### config.mk
export PLATFORM = sky130hd
export DESIGN_NAME = int_ctrl_nested
export DESIGN_NICKNAME = d
export VERILOG_FILES = /design/src/rtl/int_ctrl_nested.sv
export SDC_FILE = /design/constraint.sdc
export NUM_CORES = 1
export LEC_CHECK = 0
export ABC_AREA = 1
export BUFFER_PORTS_ARGS = -buffer_cell sky130_fd_sc_hd__buf_2
export CAP_MARGIN = 25
export CORE_MARGIN = 2
export CORE_UTILIZATION = 38
export DETAILED_ROUTE_END_ITERATION = 6
export MAX_ROUTING_LAYER = met4
export PLACE_DENSITY = 0.66
export SETUP_SLACK_MARGIN = 0.02
export SLEW_MARGIN = 40
export SYNTH_ARGS = -nofsm -noshare
export SYNTH_HDL_FRONTEND = slang
export SYNTH_SLANG_ARGS = --single-unit
### constraint.sdc
create_clock -name clk -period 9.25 [get_ports clk]
set_input_delay 1.85 -clock clk [delete_from_list [all_inputs] [get_ports clk]]
set_output_delay 1.85 -clock clk [all_outputs]
set_load 0.1 [all_outputs]
### src/rtl/int_ctrl_nested.sv
// Nested interrupt controller: rising-edge request latching, fixed priority with
// per-source masking, strict-priority preemption and a {id, return PC} context stack.
module int_ctrl_nested #(
  parameter int                NUM_IRQ    = 4,
  parameter int                NEST_DEPTH = 4,
  parameter int                ADDR_W     = 32,
  parameter logic [ADDR_W-1:0] VEC_BASE   = ADDR_W'(32'h0009),
  parameter logic [ADDR_W-1:0] VEC_STRIDE = ADDR_W'(32'h00C0),
  localparam int               ID_W       = $clog2(NUM_IRQ + 1),
  localparam int               LVL_W      = $clog2(NEST_DEPTH + 1)
) (
  input  logic               clk,
  input  logic               CLR,
  input  logic [NUM_IRQ-1:0] irq,
  input  logic [NUM_IRQ-1:0] irq_mask,
  input  logic               eret,
  input  logic [ADDR_W-1:0]  epc_in,
  output logic               Int,
  output logic [ADDR_W-1:0]  Iaddr,
  output logic [ADDR_W-1:0]  EPC,
  output logic [ID_W-1:0]    cur_ir,
  output logic [LVL_W-1:0]   nest_level,
  output logic [NUM_IRQ-1:0] pending,
  output logic               ie
);

  localparam int PTR_W = (NEST_DEPTH > 1) ? $clog2(NEST_DEPTH) : 1;

  logic [NUM_IRQ-1:0] irq_d;
  logic [NUM_IRQ-1:0] mask_q;
  logic [ID_W-1:0]    stk_id [NEST_DEPTH];
  logic [ADDR_W-1:0]  stk_pc [NEST_DEPTH];

  logic [NUM_IRQ-1:0] rise;
  logic [NUM_IRQ-1:0] eligible;
  logic [NUM_IRQ-1:0] clr_bits;
  logic               cand_valid;
  logic [ID_W-1:0]    cand_idx;
  logic [ID_W-1:0]    cand_id;
  logic               accept;
  logic               pop;
  logic [PTR_W-1:0]   push_ptr;
  logic [PTR_W-1:0]   top_ptr;
  logic [PTR_W-1:0]   below_ptr;
  logic [ADDR_W-1:0]  vec;

  assign ie = (nest_level == '0);

  // NOTE: every variable gets a default at the top of always_comb so no path
  // leaves one unassigned, which would otherwise infer a latch.
  always_comb begin
    rise       = irq & ~irq_d;
    eligible   = pending & ~mask_q;
    cand_valid = 1'b0;
    cand_idx   = '0;
    // Scan from lowest priority upward so the last hit is the highest priority.
    for (int i = NUM_IRQ - 1; i >= 0; i--) begin
      if (eligible[i]) begin
        cand_valid = 1'b1;
        cand_idx   = ID_W'(i);
      end
    end
    cand_id = cand_idx + ID_W'(1);

    // Equal priority never preempts; eret and a just-issued Int both stall acceptance.
    accept = cand_valid
          && ((cur_ir == '0) || (cand_id < cur_ir))
          && (nest_level < LVL_W'(NEST_DEPTH))
          && !eret
          && !Int;
    pop    = eret && (nest_level != '0);

    clr_bits  = accept ? (NUM_IRQ'(1) << cand_idx) : '0;
    push_ptr  = PTR_W'(nest_level);
    top_ptr   = PTR_W'(nest_level - LVL_W'(1));
    below_ptr = PTR_W'(nest_level - LVL_W'(2));
    vec       = VEC_BASE + ADDR_W'(cand_idx) * VEC_STRIDE;
  end

  // NOTE: sequential state uses non-blocking assignments only, so every register
  // samples the pre-edge values regardless of statement order.
  always_ff @(posedge clk) begin
    if (CLR) begin
      irq_d      <= '0;
      mask_q     <= '0;
      pending    <= '0;
      Int        <= 1'b0;
      Iaddr      <= '0;
      EPC        <= '0;
      cur_ir     <= '0;
      nest_level <= '0;
      // NOTE: the context stack is reset explicitly so a mid-handler CLR leaves
      // no stale {id, PC} entries behind; it is small enough to live in flops.
      for (int j = 0; j < NEST_DEPTH; j++) begin
        stk_id[j] <= '0;
        stk_pc[j] <= '0;
      end
    end else begin
      irq_d   <= irq;
      mask_q  <= irq_mask;
      // A new rise wins over the acceptance clear of the same bit.
      pending <= (pending & ~clr_bits) | rise;
      Int     <= accept;
      if (accept) begin
        stk_id[push_ptr] <= cur_ir;
        stk_pc[push_ptr] <= epc_in;
        cur_ir           <= cand_id;
        nest_level       <= nest_level + LVL_W'(1);
        EPC              <= epc_in;
        Iaddr            <= vec;
      end else if (pop) begin
        cur_ir     <= stk_id[top_ptr];
        nest_level <= nest_level - LVL_W'(1);
        EPC        <= (nest_level > LVL_W'(1)) ? stk_pc[below_ptr] : '0;
      end
    end
  end

endmodule

==> impl_metrics.tcl <==
set metrics [dict create \
    grt_overflow_total 0 \
    grt_setup_unrepaired "no" \
    rows 58 \
    crit_type "input pin to flop" \
    syn-cell-area_mm2 0.00964 \
    cts_tree "built" \
    switching_power_uw 2040 \
    crit_start "eret" \
    stdcell_area_mm2 0.0109 \
    cp_data_arrival_time_ns 4.83 \
    slew_headroom_pct 45.3 \
    synth_top_area_cell "edfxtp_1" \
    clkLatencyLatePin_ns 0.44 \
    p_clk_share_pct 21.1 \
    synth_edf_count 140 \
    antenna_found_initial 0 \
    dp.cells 1470 \
    cp-end-kind "flop" \
    power.static_leakage_uw 0.00490 \
    synth_cells 1109 \
    start_util_pct 38.5 \
    gp_congestion 0.753 \
    dr.pass1.iters 5 \
    fmax_ghz 0.212 \
    grt.total_usage_pct 18.7 \
    cts_root_buf "clkbuf_16" \
    worst_r2r_path_depth 18 \
    max-vdd-ir-drop_uv 409 \
    r2r_setup_slack_ns 4.61 \
    swShare_pct 49.4 \
    clk_pin_slew_ns 0.07 \
    clock_skew_ns 0.0101 \
    yosysTopAreaCellShare_pct 43.6 \
    fin_setup_tns_ns 0 \
    n_antenna_cell 0 \
    synthArstFlopShare_pct 0 \
    num_vias 7554 \
    crit_required_ns 9.36 \
    drc 0 \
    final_max_slew_viol_count 0 \
    postCtsSetupRepairBufs 0 \
    outcome "complete, no violations" \
    final_layout_size_suffix_gt1_share_pct 14.3 \
    critPathLaunchType "input pin" \
    nets 1214 \
    synth_seq_cells 196 \
    slowest_stage "nand2_1" \
    cts.sinks 196 \
    cts-buffers-inserted 17 \
    p_comb_share_pct 50.6 \
    multi_input_area_mm2 0.00344 \
    port_buffers 92 \
    grt_pass1_vias 7203 \
    fin_cells 1503 \
    synthTopCellsByArea "edfxtp_1 (44%), dfxtp_1 (12%), nand2_1 (11%)" \
    dpl.hpwl_mm 13.9 \
    num-fill-cells 2477 \
    cap_violations 0 \
    postRouteAntennaNets 0 \
    die_area_mm2 0.0267 \
    design.core.area_mm2 0.0250 \
    r2r_end "stk_pc[0][2]$_SDFFCE_PN0P_" \
    yosysSeqAreaShare_pct 55.2 \
    syn_to_final_growth_pct 13.3 \
    grt_pass1_wl_mm 37.8 \
    internal-power_uw 2090 \
    syn_area_per_cell_um2 8.69 \
    post-place-ws_ns 4.09 \
    setup_slack_ns 4.52 \
    fp.dieW_um 163 \
    worstHoldPathType "flop to flop" \
    crit_chain "buf_2, inv_1, nand2_1, nor3_4, buf_4, nand2_8, nor2_4, nand2_4, nand2_1, buf_4" \
    seqPwrFrac_pct 28.2 \
    cp_max_fo 77 \
    synth_common_cells "nand2_1 (290), nand3_1 (141), edfxtp_1 (140)" \
    synth_ff_type "edfxtp_1" \
    synth.distinct_cells 30 \
    slowest_delay_ns 0.57 \
    hold_violations 0 \
    grt_max_degree 106 \
    cts-resized-gates 0 \
    placed_cell_area_mm2 0.0102 \
    cts.path.max_buffers 2 \
    viasPerCell 5.03 \
    drtIter0Drc 603 \
    min_period_ns 4.73 \
    worstSetupEndpoint "stk_pc[0][2]$_SDFFCE_PN0P_" \
    finalSetupViolations 0 \
    wl_per_cell_um 15.5 \
    die_y_um 163 \
    seqCellArea_mm2 0.00533 \
    yosysWarnings 0 \
    ctsHoldBuffers 0 \
    p_per_area_mw_per_mm2 379 \
    max_slew.worst_pin.slew_ns 0.821 \
    wl_mm 23.3 \
    io_pins 119 \
    synth_most_common_cell "nand2_1" \
    post-route-period-util_pct 51.1 \
    cts_max_level 4 \
    r2r-start "pending[3]$_SDFF_PP0_" \
]
## cell type report
type	count	share of cell area, %
sequential	196	48.8
timing repair buffer	109	6.07
clock inverter	13	2.32
inverter	100	3.45
multi-input combinational	736	31.5
clock buffer	19	4.06
tap	330	3.78
## worst max-delay path: cells and delay by family
| kind | cells | cell delay, ns |
|---|---|---|
| AND/OR/NAND/NOR | 6 | 1.83 |
| buffers and inverters | 4 | 1.10 |
## placed cells by master, fill, tap and decap left out, types with 3 or more instances in the layout
cell type / Yosys / routed
nor2_2: 11 / 11
buf_4: 33 / 11
a21oi_1: 10 / 10
buf_16: 0 / 3
edfxtp_1: 140 / 140
clkbuf_16: 0 / 17
conb_1: 1 / 26
nand3b_1: 32 / 32
o21ai_0: 13 / 11
inv_2: 2 / 3
nand3_1: 141 / 141
bufinv_16: 0 / 7
nor2_1: 118 / 118
clkinv_2: 0 / 3
nand2_1: 290 / 290
ha_1: 11 / 11
inv_1: 98 / 96
nor3_1: 70 / 70
buf_2: 17 / 92
dfxtp_1: 56 / 55
## routing by layer
layer / wire [um] / vias to the layer above / track usage (%)
met5: 0 / - / -
met2: 11100 / 240 / 30.7
met4: 267 / 0 / 4.51
met1: 10700 / 3618 / 24.4
met3: 1180 / 25 / 2.72
li1: - / 3671 / -
## logic make-up after synthesis
| logic type | count (synthesis) | share of synthesized area, % |
|---|---|---|
| AOI/OAI and AO/OA | 29 | 1.69 |
| xor gates and xnor gates | 1 | 0.0909 |
| adders and majority gates | 11 | 1.43 |
| other | 1 | 0.0389 |
| and+or+nand+nor | 669 | 30.9 |
| DFF | 196 | 55.2 |
| buffers and inverters | 202 | 10.6 |
## registers in the layout, indices dropped and copies added, names as in the netlist
| name | flops |
|---|---|
| pending | 4 |
| Int | 1 |
| stk_pc | 128 |
| nest_level | 3 |
| cur_ir | 3 |
| EPC | 32 |
| mask_q | 4 |
| Iaddr | 5 |
| irq_d | 4 |
| stk_id | 12 |
## power by group through the flow
stage	Sequential, uW	Combinational [uW]	Clock, uW
2_1_floorplan	1780	1140	0
3_3_place_gp	1190	2050	0
3_5_place_dp	1190	2090	0
4_1_cts	1170	2100	883
5_1_grt	1190	2280	915
6_report	1170	2090	873
## metrics by stage
stage	power, uW	hold WS [ns]	utilization, %
after floorplan	2920	0.430	-
final	4130	0.464	43.6
after detailed placement	3280	0.449	40.8
after global routing	4380	0.480	43.6
after global placement	3230	0.445	40.3
after CTS	4150	0.466	43.6
## how the worst min path moves through the flow
stage / startpoint / end / slack, ns / depth (start not counted)
3_5_place_dp: irq_d[1]$_SDFF_PP0_ / pending[1]$_SDFF_PP0_ / 0.45 / 3
3_3_place_gp: irq_d[1]$_SDFF_PP0_ / pending[1]$_SDFF_PP0_ / 0.45 / 3
4_1_cts: Iaddr[9]$_SDFFE_PP0P_ / Iaddr[9]$_SDFFE_PP0P_ / 0.47 / 2
6_report: irq_d[1]$_SDFF_PP0_ / pending[1]$_SDFF_PP0_ / 0.46 / 3
2_1_floorplan: irq_d[0]$_SDFF_PP0_ / pending[0]$_SDFF_PP0_ / 0.43 / 3
5_1_grt: Iaddr[9]$_SDFFE_PP0P_ / Iaddr[9]$_SDFFE_PP0P_ / 0.48 / 2
Power figures use the tool's default switching activity.
